### config.mk
export PLATFORM = sky130hd
export DESIGN_NAME = stall_unit
export DESIGN_NICKNAME = d
export VERILOG_FILES = /design/src/rtl/stall_unit.sv
export SDC_FILE = /design/constraint.sdc
export NUM_CORES = 1
export LEC_CHECK = 0
export BUFFER_PORTS_ARGS = -buffer_cell sky130_fd_sc_hd__buf_4
export CORE_MARGIN = 5
export CORE_UTILIZATION = 36
export DETAILED_ROUTE_END_ITERATION = 6
export GPL_ROUTABILITY_DRIVEN = 0
export PLACE_DENSITY = 0.89
export SYNTH_ARGS = -nofsm -noshare
export SYNTH_HDL_FRONTEND = slang
export SYNTH_SLANG_ARGS = --single-unit
### constraint.sdc
create_clock -name clock -period 1.8 [get_ports clock]
set_input_delay 0.09 -clock clock [delete_from_list [all_inputs] [get_ports clock]]
set_output_delay 0.09 -clock clock [all_outputs]
set_load 0.01 [all_outputs]
### src/rtl/stall_unit.sv
// stall_unit: pipeline hazard detector for a MIPS-style core.
//   Detects load-use hazards against the instruction in EX and mult/div
//   hazards against a multi-cycle HI/LO unit, and tracks HI/LO occupancy.
//
// Ports
//   clock, reset            rising-edge clock, synchronous active-high reset
//   id_rs, id_rt            source register fields of the instruction in ID
//   id_use_rs, id_use_rt    ID instruction actually reads rs / rt
//   id_use_md               ID instruction touches HI/LO (mult/div/mfhi/mflo/mthi/mtlo)
//   ex_mem_read, ex_rd      EX instruction is a load, and its destination
//   md_start, md_is_div     mult/div issuing in EX this cycle, and which kind
//   OR1_out                 stall: hold PC and IF/ID, bubble ID/EX
//   md_busy                 HI/LO unit occupied
//   stall_cnt               number of stalled cycles since reset
//
// Parameters
//   MULT_LAT, DIV_LAT       busy cycles after issue (1..15)
//
// Configuration macro
//   STALL_UNIT_STALL_CNT_EN  defined: stall_cnt is a saturating counter
//                            undefined: stall_cnt is tied to zero
//
// FSM
//   state | meaning
//   IDLE  | HI/LO unit free, cnt == 0
//   BUSY  | mult/div in flight, cnt = busy cycles remaining (>= 1)
module stall_unit #(
  parameter int MULT_LAT = 5,
  parameter int DIV_LAT  = 10
) (
  input  logic        clock,
  input  logic        reset,
  input  logic [4:0]  id_rs,
  input  logic [4:0]  id_rt,
  input  logic        id_use_rs,
  input  logic        id_use_rt,
  input  logic        id_use_md,
  input  logic        ex_mem_read,
  input  logic [4:0]  ex_rd,
  input  logic        md_start,
  input  logic        md_is_div,
  output logic        OR1_out,
  output logic        md_busy,
  output logic [31:0] stall_cnt
);

  typedef enum logic {IDLE, BUSY} state_t;

  localparam logic [3:0] MULT_CNT = 4'(MULT_LAT);
  localparam logic [3:0] DIV_CNT  = 4'(DIV_LAT);

  state_t     state, state_nxt;
  logic [3:0] cnt, cnt_nxt;
  logic       lu, mh;

  always_ff @(posedge clock) begin
    if (reset) begin
      state <= IDLE;
      cnt   <= 4'd0;
    end else begin
      state <= state_nxt;
      cnt   <= cnt_nxt;
    end
  end

  always_comb begin
    state_nxt = state;
    cnt_nxt   = cnt;
    if (md_start) begin
      // A new issue always (re)loads the latency, also while BUSY.
      state_nxt = BUSY;
      cnt_nxt   = md_is_div ? DIV_CNT : MULT_CNT;
    end else begin
      case (state)
        IDLE: cnt_nxt = 4'd0;
        BUSY: begin
          // cnt <= 1 rather than == 1 so the counter can never wrap.
          if (cnt <= 4'd1) begin
            state_nxt = IDLE;
            cnt_nxt   = 4'd0;
          end else begin
            cnt_nxt = cnt - 4'd1;
          end
        end
        default: begin
          state_nxt = IDLE;
          cnt_nxt   = 4'd0;
        end
      endcase
    end
  end

  assign md_busy = (state == BUSY);

  assign lu = ex_mem_read && (ex_rd != 5'd0) &&
              ((id_use_rs && (ex_rd == id_rs)) || (id_use_rt && (ex_rd == id_rt)));

  // While reset is held the occupancy is already considered gone, even in
  // the first reset cycle where the registered md_busy is still high.
  assign mh = id_use_md && (md_start || (md_busy && !reset));

  assign OR1_out = lu || mh;

`ifdef STALL_UNIT_STALL_CNT_EN
  logic [31:0] stall_q;

  always_ff @(posedge clock) begin
    if (reset) begin
      stall_q <= 32'h0;
    end else if (OR1_out && (stall_q != 32'hFFFF_FFFF)) begin
      stall_q <= stall_q + 32'd1;
    end
  end

  assign stall_cnt = stall_q;
`else
  assign stall_cnt = 32'h0;
`endif

endmodule

==> results of run 1 <==
## layer usage
metal | share of wire [%] | GRT usage, % | up-vias
li1 | - | - | 246
met2 | 49 | 19.1 | 48
met4 | 2.5 | 6.55 | 0
met5 | 0 | 0 | -
met1 | 27 | 6.07 | 203
met3 | 21 | 5.44 | 5
## placed cells by master, fill, tap and decap left out, drive strengths merged
| master | Yosys | layout |
|---|---|---|
| a21oi | 5 | 5 |
| a31oi | 1 | 1 |
| and3 | 1 | 1 |
| buf | 32 | 24 |
| clkbuf | 0 | 4 |
| conb | 1 | 32 |
| dfxtp | 5 | 5 |
| ha | 2 | 2 |
| inv | 3 | 3 |
| nand2 | 4 | 4 |
| nand2b | 1 | 1 |
| nor2 | 2 | 2 |
| nor2b | 1 | 1 |
| nor3 | 1 | 1 |
| nor4 | 2 | 2 |
| o21ai | 3 | 3 |
| o31ai | 1 | 1 |
| or3 | 1 | 1 |
| or4 | 1 | 1 |
| xnor2 | 2 | 2 |
| xor2 | 10 | 10 |
## metrics by stage
step	utilization [%]	instance area, sq um	hold WS [ns]
2_1_floorplan	-	743	0.159
3_3_place_gp	41.7	704	0.292
3_5_place_dp	41.7	704	0.297
4_1_cts	43.3	731	0.0404
5_1_grt	43.3	731	0.0390
6_report	43.3	731	0.0459
## where the power goes
part           leakage, uW  total, uW  switching, uW  internal, uW
combinational     0.000330        138           77.2          60.3
clock            0.0000150        130           45.8          83.8
sequential       0.0000413        123           4.77           118
total             0.000386        390            128           262
## logic make-up (layout without fill, tap and decap cells)
family / after synthesis / after routing / share of synthesized area, %
buf+inv: 35 / 31 / 40.1
simple gates: 14 / 14 / 14.0
xor+xnor: 12 / 12 / 16.8
other cells: 1 / 32 / 0.598
flops: 5 / 5 / 16.0
fa+ha+maj: 2 / 2 / 3.99
compound gates: 10 / 10 / 8.58
## sequential cells by signal, indices dropped and copies added, names as in the netlist
| signal | count |
|---|---|
| cnt | 4 |
| md_busy | 1 |
## final timing paths
| kind | cells after the start | end | from | slack, ns |
|---|---|---|---|---|
| worst max-delay path | 7 | cnt[0] | cnt[0] | 0.40 |
| worst min-delay path | 2 | cnt[0] | reset | 0.05 |
| worst max register to register | 7 | cnt[0] | cnt[0] | 0.40 |
| worst min register to register | 2 | md_busy | md_busy | 0.57 |
## cell type report
| cell class | count | area [sq um] | area share [%] |
|---|---|---|---|
| multi-input cells | 70 | 392 | 53.6 |
| well taps | 17 | 21.3 | 2.91 |
| clock buffers | 4 | 26.3 | 3.60 |
| repair buffers | 24 | 180 | 24.7 |
| inverters | 3 | 11.3 | 1.54 |
| flip-flops and latches | 5 | 100 | 13.7 |
==> impl_results.html, run 1 <==
<table>
<tr><th>Metric</th><th>Value</th></tr>
<tr><th colspan="2">Synth</th></tr>
<tr><td>Syn Inst Count</td><td>79</td></tr>
<tr><td>Asr flop ratio synth</td><td>0%</td></tr>
<tr><td>Cell with the most instances after synthesis</td><td>sky130_fd_sc_hd__buf_4</td></tr>
<tr><td>Flops &amp; latches, synth</td><td>5</td></tr>
<tr><td>Post-synthesis instance area</td><td>627 sq um</td></tr>
<tr><td>Number of enable-type register cells in the synthesized netlist</td><td>0</td></tr>
<tr><td>Leading post-synthesis cells by instance count</td><td>sky130_fd_sc_hd__buf_4 (32), sky130_fd_sc_hd__xor2_1 (10), sky130_fd_sc_hd__a21oi_1 (5), sky130_fd_sc_hd__dfxtp_1 (5), sky130_fd_sc_hd__nand2_1 (4)</td></tr>
<tr><td>Post-synthesis cell type count</td><td>22</td></tr>
<tr><td>Share of synthesized area occupied by flip-flops and latches</td><td>16.0%</td></tr>
<tr><td>Mean instance size in the synthesized netlist</td><td>7.93 sq um</td></tr>
<tr><td>Yosys warnings</td><td>0</td></tr>
<tr><td>Top-area cell type share of the netlist area</td><td>38.3%</td></tr>
<tr><td>Largest area contributor in the netlist</td><td>sky130_fd_sc_hd__buf_4</td></tr>
<tr><td>Largest cells by area after synthesis</td><td>sky130_fd_sc_hd__buf_4 (38%), sky130_fd_sc_hd__dfxtp_1 (16%), sky130_fd_sc_hd__xor2_1 (14%)</td></tr>
<tr><td>Synth Flop Type</td><td>sky130_fd_sc_hd__dfxtp_1</td></tr>
<tr><th colspan="2">Clock tree</th></tr>
<tr><td>Number of levels the H-tree was split into</td><td>1</td></tr>
<tr><td>Total CTS buffers</td><td>3</td></tr>
<tr><td>Post-cts sizing count</td><td>0</td></tr>
<tr><td>Clock latency on the worst-skew pair</td><td>approximately 0.24 ns</td></tr>
<tr><td>CTS Hold Bufs</td><td>0</td></tr>
<tr><td>Max clock buf depth</td><td>2</td></tr>
<tr><td>Root Driver</td><td>sky130_fd_sc_hd__clkbuf_4</td></tr>
<tr><td>Reg clk slew, reported paths</td><td>0.04 ns</td></tr>
<tr><td>Clock sink count</td><td>5</td></tr>
<tr><td>Clock tree from TritonCTS</td><td>yes</td></tr>
<tr><td>Post-CTS Repair Setup Buffers</td><td>0</td></tr>
<tr><th colspan="2">Setup path</th></tr>
<tr><td>Crit path DAT</td><td>1.53 ns</td></tr>
<tr><td>Peak per-stage delay on the critical path</td><td>0.37 ns</td></tr>
<tr><td>Critical path class</td><td>reg -&gt; reg</td></tr>
<tr><td>Most common cell on crit path</td><td>sky130_fd_sc_hd__nor2_1</td></tr>
<tr><td>Crit path buf inv count</td><td>1</td></tr>
<tr><td>Critical path data required time</td><td>a little under 2 ns</td></tr>
<tr><td>Cells along the critical path</td><td>inv_1, ha_1, nor2_1, o31ai_1, nor2_1, nand2_1, a21oi_1</td></tr>
<tr><td>Type of origin of the critical path</td><td>flop</td></tr>
<tr><td>Worst setup EP type</td><td>flop</td></tr>
<tr><td>Slowest stage cell, crit path</td><td>sky130_fd_sc_hd__o31ai_1</td></tr>
<tr><td>Maximum fanout encountered on the critical timing path</td><td>3</td></tr>
<tr><td>Gate family responsible for the most delay along the worst path</td><td>compound AO/OA/AOI/OAI gates</td></tr>
<tr><th colspan="2">Global route</th></tr>
<tr><td>Largest net degree at the start of global routing</td><td>7</td></tr>
<tr><td>Global-route wire length before repair</td><td>between 1.5 and 2 mm</td></tr>
<tr><td>Gr usage total</td><td>9.53%</td></tr>
<tr><td>Via count of the first global-routing pass</td><td>493</td></tr>
<tr><td>GRT overflow</td><td>0</td></tr>
<tr><td>Number of antenna violations at the first check in global routing</td><td>0</td></tr>
<tr><th colspan="2">Outcome</th></tr>
<tr><td>Run status</td><td>complete, no violations</td></tr>
<tr><th colspan="2">Drt</th></tr>
<tr><td>Initial drt markers</td><td>6</td></tr>
<tr><td>Via count of the routed design</td><td>502</td></tr>
<tr><td>Remaining design rule violation count</td><td>0</td></tr>
<tr><td>Routed WL per cell</td><td>10.1 um</td></tr>
<tr><td>Post-route ant nets</td><td>0</td></tr>
<tr><td>Detailed-routing iteration count for the pre-antenna-repair pass</td><td>4</td></tr>
<tr><td>Via-to-Cell Ratio</td><td>4.08</td></tr>
<tr><td>Overall routed net length</td><td>about 1.2 mm</td></tr>
<tr><th colspan="2">Layout</th></tr>
<tr><td>Fraction of layout instances using a drive strength above 1</td><td>26.4%</td></tr>
<tr><td>Non-filler instance count after layout</td><td>roughly 120</td></tr>
<tr><td>Count of inserted antenna diode cells</td><td>0</td></tr>
<tr><td>Area growth, synth to finish</td><td>16.6%</td></tr>
<tr><td>Count of filler cells inserted in the layout</td><td>about 170</td></tr>
<tr><td>Final net count</td><td>132</td></tr>
<tr><th colspan="2">Power and ir drop</th></tr>
<tr><td>Power density cells</td><td>between 500 and 600 nW/um^2</td></tr>
<tr><td>Static power due to leakage</td><td>0.000386 uW</td></tr>
<tr><td>Final Total Pwr</td><td>390 uW</td></tr>
<tr><td>Max rail drop VDD</td><td>0.000281 V</td></tr>
<tr><th colspan="2">Timing</th></tr>
<tr><td>Final worst setup slack</td><td>0.398 ns</td></tr>
<tr><td>Final setup violation count</td><td>0</td></tr>
<tr><td>Final hold viol count</td><td>0</td></tr>
<tr><td>Post-route minimum period</td><td>roughly 1.4 ns</td></tr>
<tr><td>Share of the clock period used by the worst path</td><td>77.9%</td></tr>
<tr><td>Number of pins with negative max-slew slack in the final report</td><td>0</td></tr>
<tr><td>Worst Skew</td><td>0.00283 ns</td></tr>
<tr><td>RSZ-0062 raised after global routing</td><td>no</td></tr>
<tr><td>FMAX</td><td>slightly above 0.7 GHz</td></tr>
<tr><td>Final total negative setup slack</td><td>0 ns</td></tr>
<tr><th colspan="2">Placed design</th></tr>
<tr><td>Worst slack, placed</td><td>0.437 ns</td></tr>
<tr><td>Detailed placer's ending HPWL</td><td>1.14 mm</td></tr>
<tr><td># port buffers</td><td>24</td></tr>
<tr><td>Dpl cells</td><td>around 120</td></tr>
<tr><th colspan="2">Die</th></tr>
<tr><td>Die area</td><td>2680 sq um</td></tr>
<tr><td>Placeable core area</td><td>1690 sq um</td></tr>
<tr><td>Die extent in y</td><td>51.7 um</td></tr>
<tr><td>Die boundary width</td><td>51.7 um</td></tr>
<tr><td>Total I/O pin count</td><td>57</td></tr>
<tr><td>Number of rows in the core area</td><td>15</td></tr>
<tr><td>Initial Utilization</td><td>between 30% and 40%</td></tr>
<tr><th colspan="2">Worst hold path</th></tr>
<tr><td>Type of the worst min-delay path</td><td>in -&gt; reg</td></tr>
<tr><th colspan="2">Run</th></tr>
<tr><td>Max cap viols</td><td>0</td></tr>
</table>
Note: power is estimated with default switching activity, not from simulation.
==> run 2: changes to the inputs <==
Clock period 1.8 ns to 1.3 ns, I/O delays scaled along.
==> run 2 against run 1 <==
Against the previous run: maximum frequency increased by 11%; via count increased by 3.6%; cell count increased by 0.81%; clock skew increased by 0.0011 ns; register-to-register slack got worse by 0.36 ns; sequential share of layout area decreased by 0.43 points; critical endpoint is now cnt[1].
==> impl_results.html, run 2 (synthesis gave the netlist of run 1 again) <==
<table>
<tr><th>Metric</th><th>Value</th></tr>
<tr><th colspan="2">Setup path</th></tr>
<tr><td>Timing endpoint of the critical path</td><td>cnt[1]</td></tr>
<tr><td>Source of the critical timing path</td><td>cnt[0]</td></tr>
<tr><td>Reg-to-reg setup timing slack</td><td>0.04 ns</td></tr>
<tr><td>Worst setup EP type</td><td>flop</td></tr>
<tr><td>Maximum fanout encountered on the critical timing path</td><td>3</td></tr>
<tr><td>Number of cells on the worst reg-to-reg path</td><td>6</td></tr>
<tr><td>Critical path class</td><td>reg -&gt; reg</td></tr>
<tr><td>Worst flop-to-flop path startpoint</td><td>cnt[0]</td></tr>
<tr><td>Worst r2r dst</td><td>cnt[1]</td></tr>
<tr><td>Type of origin of the critical path</td><td>flop</td></tr>
<tr><td>Crit path DAT</td><td>1.44 ns</td></tr>
<tr><td>Critical path data required time</td><td>1.48 ns</td></tr>
<tr><th colspan="2">Timing</th></tr>
<tr><td>FMAX</td><td>0.793 GHz</td></tr>
<tr><td>Final hold viol count</td><td>0</td></tr>
<tr><td>Post-route minimum period</td><td>1.26 ns</td></tr>
<tr><td>Final setup violation count</td><td>0</td></tr>
<tr><td>Hold Slack</td><td>0.0275 ns</td></tr>
<tr><td>Worst Skew</td><td>about 0.004 ns</td></tr>
<tr><td>Share of the clock period used by the worst path</td><td>97.0%</td></tr>
<tr><td>Number of pins with negative max-slew slack in the final report</td><td>0</td></tr>
<tr><th colspan="2">Die</th></tr>
<tr><td>Initial Utilization</td><td>37.1%</td></tr>
<tr><td>Placeable core area</td><td>1690 sq um</td></tr>
<tr><td>Total I/O pin count</td><td>57</td></tr>
<tr><td>Die area</td><td>2680 sq um</td></tr>
<tr><td>Die boundary width</td><td>51.7 um</td></tr>
<tr><td>Die extent in y</td><td>51.7 um</td></tr>
<tr><td>Number of rows in the core area</td><td>15</td></tr>
<tr><th colspan="2">Power and ir drop</th></tr>
<tr><td>Sw frac</td><td>33.9%</td></tr>
<tr><td>Part of the total power dissipated in the clock network</td><td>32.5%</td></tr>
<tr><td>Power density cells</td><td>a little over 700 nW/um^2</td></tr>
<tr><td>Cell internal power dissipation</td><td>around 380 uW</td></tr>
<tr><td>Combinational power share</td><td>37.2%</td></tr>
<tr><td>Static power due to leakage</td><td>0.000392 uW</td></tr>
<tr><td>Sequential fraction of design power</td><td>30.3%</td></tr>
<tr><td>Max rail drop VDD</td><td>0.000405 V</td></tr>
<tr><td>Net switching power</td><td>193 uW</td></tr>
<tr><th colspan="2">Layout</th></tr>
<tr><td>Flip-flop count of the largest register after layout</td><td>4</td></tr>
<tr><td>Fraction of layout instances using a drive strength above 1</td><td>between 30% and 40%</td></tr>
<tr><td>Non-filler instance count after layout</td><td>about 120</td></tr>
<tr><td>Final net count</td><td>133</td></tr>
<tr><td>Most common cell after layout, fill and taps aside</td><td>sky130_fd_sc_hd__conb_1</td></tr>
<tr><td>Highest-count cells in the layout ignoring fill and taps</td><td>sky130_fd_sc_hd__conb_1 (32), sky130_fd_sc_hd__buf_4 (25), sky130_fd_sc_hd__xor2_1 (10)</td></tr>
<tr><td>Register with the most flip-flops</td><td>cnt</td></tr>
<tr><td>Area growth, synth to finish</td><td>26.3%</td></tr>
<tr><td>Count of inserted antenna diode cells</td><td>0</td></tr>
<tr><th colspan="2">Placed design</th></tr>
<tr><td># port buffers</td><td>24</td></tr>
<tr><td>Dpl cells</td><td>120</td></tr>
<tr><td>Detailed placer's ending HPWL</td><td>1.12 mm</td></tr>
<tr><th colspan="2">Global route</th></tr>
<tr><td>Gr usage total</td><td>8.63%</td></tr>
<tr><td>Via count of the first global-routing pass</td><td>464</td></tr>
<tr><td>Number of antenna violations at the first check in global routing</td><td>0</td></tr>
<tr><td>Largest net degree at the start of global routing</td><td>7</td></tr>
<tr><td>Global-route wire length before repair</td><td>1.66 mm</td></tr>
<tr><td>GRT overflow</td><td>0</td></tr>
<tr><th colspan="2">Drt</th></tr>
<tr><td>Overall routed net length</td><td>1.29 mm</td></tr>
<tr><td>Detailed-routing iteration count for the pre-antenna-repair pass</td><td>3</td></tr>
<tr><td>DR WL met2</td><td>641 um</td></tr>
<tr><td>Detailed-routed wire length on met3</td><td>236 um</td></tr>
<tr><td>Post-route met1 wirelength</td><td>384 um</td></tr>
<tr><td>Initial drt markers</td><td>2</td></tr>
<tr><td>Routed WL per cell</td><td>between 10 and 15 um</td></tr>
<tr><td>Remaining design rule violation count</td><td>0</td></tr>
<tr><td>Top Metal Used</td><td>met4</td></tr>
<tr><td>Via count of the routed design</td><td>520</td></tr>
<tr><td>Via-to-Cell Ratio</td><td>around 4.2</td></tr>
<tr><td>Post-route ant nets</td><td>0</td></tr>
<tr><th colspan="2">Worst hold path</th></tr>
<tr><td>Type of the worst min-delay path</td><td>in -&gt; reg</td></tr>
<tr><td>Hold-critical path depth</td><td>2</td></tr>
<tr><th colspan="2">Clock tree</th></tr>
<tr><td>Number of levels the H-tree was split into</td><td>1</td></tr>
<tr><td>Clock tree from TritonCTS</td><td>yes</td></tr>
<tr><td>Total CTS buffers</td><td>3</td></tr>
<tr><td>Max clock buf depth</td><td>2</td></tr>
<tr><td>Clock latency on the worst-skew pair</td><td>0.25 ns</td></tr>
<tr><td>Clock sink count</td><td>5</td></tr>
<tr><td>Root Driver</td><td>sky130_fd_sc_hd__clkbuf_4</td></tr>
<tr><td>Reg clk slew, reported paths</td><td>0.05 ns</td></tr>
<tr><th colspan="2">Outcome</th></tr>
<tr><td>Run status</td><td>complete, no violations</td></tr>
<tr><th colspan="2">Run</th></tr>
<tr><td>Max cap viols</td><td>0</td></tr>
</table>
-- run 2: changes by cell type in the layout (fill, tap and decap cells not counted), sizes merged --
cell  previous run  this run
buf             24        25
-- run 2: what timing repair did --
item / 4_1_cts / 5_1_grt
pin swaps: 2 / 4
setup buffers: 0 / 0
endpoints found under the hold margin: 0 / 0
endpoints found under the setup margin: 3 / 4
hold buffers: 0 / 0
resized for setup: 2 / 13
-- run 2: final cells by class --
class                      count  area [sq um]
clock buffer                   4          26.3
fill                         165           897
inverter                       3          11.3
multi-input combinational     70           440
sequential                     5           105
tap                           17          21.3
timing repair buffer          25           188
-- run 2: critical path: stages (launching register included) --
cell                      delay, ns
sky130_fd_sc_hd__dfxtp_4       0.37
sky130_fd_sc_hd__inv_2         0.06
sky130_fd_sc_hd__ha_4          0.17
sky130_fd_sc_hd__nor2_4        0.07
sky130_fd_sc_hd__o31ai_2       0.07
sky130_fd_sc_hd__or3_1         0.33
sky130_fd_sc_hd__a21oi_2       0.12
-- run 2: power by group through the flow --
stage          combinational (uW)  clock, uW  sequential, uW
2_1_floorplan                 177          0             172
3_3_place_gp                  185          0             172
3_5_place_dp                  190          0             173
4_1_cts                       192        186             172
5_1_grt                       230        206             173
6_report                      211        185             172
-- run 2: per-stage QoR --
stage	utilization [%]	power (uW)	setup WS (ns)	TNS (ns)	cell area, sq um
final	46.9	568	0.0396	0	792
after global routing	46.9	609	-0.0153	-0.0153	792
after CTS	44.1	549	0.000764	0	744
after detailed placement	42.1	363	-0.0498	-0.0509	712
after global placement	42.1	357	0.0245	0	712
after floorplan	-	349	0.0366	0	743
-- run 2: worst min path at each step --
stage	startpoint	to	slack [ns]
final	reset	cnt[1]	0.03
after floorplan	reset	cnt[0]	0.13
after global placement	reset	cnt[1]	0.27
after global routing	reset	cnt[1]	0.02
after detailed placement	reset	cnt[3]	0.27
after CTS	reset	cnt[0]	0.01
-- run 2: metal layers --
layer	track usage (%)	vias to the layer above
li1	-	247
met1	6.41	220
met2	15.9	48
met3	4.87	5
met4	6.55	0
met5	0	-
==> run 3: changes to the inputs <==
Settings changed: CORE_UTILIZATION 36 to 38, CTS_BUF_LIST set to sky130_fd_sc_hd__clkbuf_8, PLACE_DENSITY 0.89 to 0.93.
==> run 3 against run 2 <==
Against the previous run: die area down 4.3%; maximum frequency down 1.8%; flip-flop and latch count unchanged; sequential share of layout area down 0.67 points; critical path type unchanged; total power up 19%; largest power group is now the clock network; highest routed layer unchanged; wire length up 6.8%; critical path depth unchanged; first-iteration DRC count up 100%; non-clock buffer count up 1.
==> impl_results.html, run 3 (synthesis gave the netlist of run 1 again) <==
<table>
<tr><th>Metric</th><th>Value</th></tr>
<tr><th colspan="2">Timing</th></tr>
<tr><td>Post-route minimum period</td><td>1.28 ns</td></tr>
<tr><td>Share of the clock period used by the worst path</td><td>98.8%</td></tr>
<tr><td>Number of pins with negative max-slew slack in the final report</td><td>0</td></tr>
<tr><td>FMAX</td><td>0.779 GHz</td></tr>
<tr><td>RSZ-0062 raised after global routing</td><td>yes</td></tr>
<tr><td>Final hold viol count</td><td>0</td></tr>
<tr><td>Final setup violation count</td><td>0</td></tr>
<tr><td>Final total negative setup slack</td><td>0 ns</td></tr>
<tr><td>Worst Skew</td><td>roughly 0.0019 ns</td></tr>
<tr><th colspan="2">Setup path</th></tr>
<tr><td>Worst setup EP type</td><td>flop</td></tr>
<tr><td>Crit path DAT</td><td>roughly 1.4 ns</td></tr>
<tr><td>Maximum fanout encountered on the critical timing path</td><td>3</td></tr>
<tr><td>Critical path data required time</td><td>1.45 ns</td></tr>
<tr><td>Critical path class</td><td>reg -&gt; reg</td></tr>
<tr><td>Type of origin of the critical path</td><td>flop</td></tr>
<tr><th colspan="2">Clock tree</th></tr>
<tr><td>Clock sink count</td><td>5</td></tr>
<tr><td>Reg clk slew, reported paths</td><td>0.04 ns</td></tr>
<tr><td>Total CTS buffers</td><td>3</td></tr>
<tr><td>Max clock buf depth</td><td>2</td></tr>
<tr><td>Clock latency on the worst-skew pair</td><td>0.22 ns</td></tr>
<tr><td>Root Driver</td><td>sky130_fd_sc_hd__clkbuf_8</td></tr>
<tr><td>Number of levels the H-tree was split into</td><td>1</td></tr>
<tr><td>Clock tree from TritonCTS</td><td>yes</td></tr>
<tr><td>CTS Hold Bufs</td><td>0</td></tr>
<tr><th colspan="2">Power and ir drop</th></tr>
<tr><td>Static power due to leakage</td><td>about 0.00041 uW</td></tr>
<tr><td>Max rail drop VDD</td><td>between 0.0004 and 0.0005 V</td></tr>
<tr><td>Part of the total power dissipated in the clock network</td><td>41.8%</td></tr>
<tr><td>Final Total Pwr</td><td>approximately 680 uW</td></tr>
<tr><td>Sequential fraction of design power</td><td>25.9%</td></tr>
<tr><td>Cell internal power dissipation</td><td>between 400 and 500 uW</td></tr>
<tr><td>Combinational power share</td><td>between 30% and 40%</td></tr>
<tr><td>Power density cells</td><td>about 830 nW/um^2</td></tr>
<tr><td>Sw frac</td><td>30.9%</td></tr>
<tr><td>Net switching power</td><td>209 uW</td></tr>
<tr><th colspan="2">Placed design</th></tr>
<tr><td>Detailed placer's ending HPWL</td><td>1.18 mm</td></tr>
<tr><td>Placement-stage cell area</td><td>711 sq um</td></tr>
<tr><td># port buffers</td><td>24</td></tr>
<tr><th colspan="2">Global route</th></tr>
<tr><td>Global-route wire length before repair</td><td>between 1.5 and 2 mm</td></tr>
<tr><td>Met1 track demand over resource</td><td>approximately 7.7%</td></tr>
<tr><td>Largest net degree at the start of global routing</td><td>7</td></tr>
<tr><td>Grt peak-use layer</td><td>met2</td></tr>
<tr><td>GRT overflow</td><td>0</td></tr>
<tr><td>Number of antenna violations at the first check in global routing</td><td>0</td></tr>
<tr><td>Via count of the first global-routing pass</td><td>~500</td></tr>
<tr><td>Gr usage total</td><td>9.84%</td></tr>
<tr><td>Met2 Usage GRT</td><td>18.8%</td></tr>
<tr><td>Global routing usage on met3</td><td>5.33%</td></tr>
<tr><th colspan="2">Die</th></tr>
<tr><td>Initial Utilization</td><td>40.7%</td></tr>
<tr><td>Die extent in y</td><td>50.6 um</td></tr>
<tr><td>Die boundary width</td><td>between 50 and 60 um</td></tr>
<tr><td>Die area</td><td>2560 sq um</td></tr>
<tr><td>Placeable core area</td><td>between 1500 and 2000 sq um</td></tr>
<tr><td>Total I/O pin count</td><td>57</td></tr>
<tr><td>Number of rows in the core area</td><td>14</td></tr>
<tr><th colspan="2">Drt</th></tr>
<tr><td>Via count of the routed design</td><td>515</td></tr>
<tr><td>Routed WL per cell</td><td>11.1 um</td></tr>
<tr><td>Detailed-routing iteration count for the pre-antenna-repair pass</td><td>2</td></tr>
<tr><td>Overall routed net length</td><td>1.38 mm</td></tr>
<tr><td>Post-route ant nets</td><td>0</td></tr>
<tr><td>Initial drt markers</td><td>4</td></tr>
<tr><td>Remaining design rule violation count</td><td>0</td></tr>
<tr><td>Via-to-Cell Ratio</td><td>4.15</td></tr>
<tr><th colspan="2">Run</th></tr>
<tr><td>Max cap viols</td><td>0</td></tr>
<tr><th colspan="2">Layout</th></tr>
<tr><td>Flip-flop count of the largest register after layout</td><td>4</td></tr>
<tr><td>Final core utilization</td><td>52.8%</td></tr>
<tr><td>Final net count</td><td>134</td></tr>
<tr><td>Register with the most flip-flops</td><td>cnt</td></tr>
<tr><td>Count of inserted antenna diode cells</td><td>0</td></tr>
<tr><td>Highest-count cells in the layout ignoring fill and taps</td><td>sky130_fd_sc_hd__conb_1 (32), sky130_fd_sc_hd__buf_4 (26), sky130_fd_sc_hd__xor2_1 (10)</td></tr>
<tr><td>Area growth, synth to finish</td><td>29.9%</td></tr>
<tr><td>Most common cell after layout, fill and taps aside</td><td>sky130_fd_sc_hd__conb_1</td></tr>
<tr><td>Fraction of layout instances using a drive strength above 1</td><td>~38%</td></tr>
<tr><td>Area of all placed cells without fillers</td><td>815 sq um</td></tr>
<tr><th colspan="2">Outcome</th></tr>
<tr><td>Run status</td><td>complete, no violations</td></tr>
<tr><th colspan="2">Worst hold path</th></tr>
<tr><td>Type of the worst min-delay path</td><td>in -&gt; reg</td></tr>
</table>
run 3: cell types whose count changed in the layout (fill, tap and decap cells not counted), moves of 2 or more:
cell                       delta
sky130_fd_sc_hd__a21oi_1      +2
sky130_fd_sc_hd__clkbuf_8     +3
sky130_fd_sc_hd__clkbuf_4     -3
sky130_fd_sc_hd__a21oi_2      -2
run 3: critical path, stage by stage, from the launching register on:
cell,delay (ns)
sky130_fd_sc_hd__dfxtp_2,0.35
sky130_fd_sc_hd__inv_2,0.06
sky130_fd_sc_hd__ha_4,0.16
sky130_fd_sc_hd__nor2_4,0.12
sky130_fd_sc_hd__o31ai_4,0.07
sky130_fd_sc_hd__or3_1,0.34
sky130_fd_sc_hd__a21oi_2,0.12
run 3: metrics by stage:
step,worst slack (ns),hold WS (ns),cells
floorplan,0.0366,0.134,110
finish,0.0161,0.0354,124
CTS,0.00311,0.0376,123
global placement,0.0252,0.267,119
detailed placement,-0.0805,0.270,119
global route,-0.0363,0.0368,124
run 3: area by class of cell:
cell class	instances	area, sq um
Clock buffer	3	41.3
Clock inverter	1	3.75
Fill cell	148	727
Inverter	3	11.3
Multi-Input combinational cell	70	440
Sequential cell	5	103
Tap cell	16	20.0
Timing Repair Buffer	26	195
run 3: power by group through the flow:
stage | clock, uW | sequential, uW | combinational [uW]
after floorplan | 0 | 172 | 177
after global routing | 301 | 176 | 239
after global placement | 0 | 172 | 185
after detailed placement | 0 | 173 | 191
after CTS | 290 | 173 | 195
final | 283 | 175 | 218
run 3: layer usage:
| metal | wire length (um) | share of wire [%] | up-vias |
|---|---|---|---|
| met5 | 0 | 0 | - |
| met3 | 272 | 20 | 2 |
| li1 | - | - | 250 |
| met1 | 393 | 28 | 218 |
| met4 | 5 | 0.36 | 0 |
| met2 | 710 | 51 | 45 |
run 3: path summary, 6_finish.rpt:
path / depth (start not counted) / startpoint / slack (ns) / to
max reg2reg: 6 / cnt[0] / 0.02 / cnt[1]
min reg2reg: 2 / md_busy / 0.53 / md_busy
max: 6 / cnt[0] / 0.02 / cnt[1]
min: 2 / reset / 0.04 / cnt[1]
run 3: what timing repair did:
| action | 4_1_cts | 5_1_grt |
|---|---|---|
| cloned | 0 | 0 |
| buffers inserted | 0 | 1 |
| setup endpoints to repair | 4 | 5 |
| pin swaps | 4 | 3 |
| resized for setup | 5 | 9 |
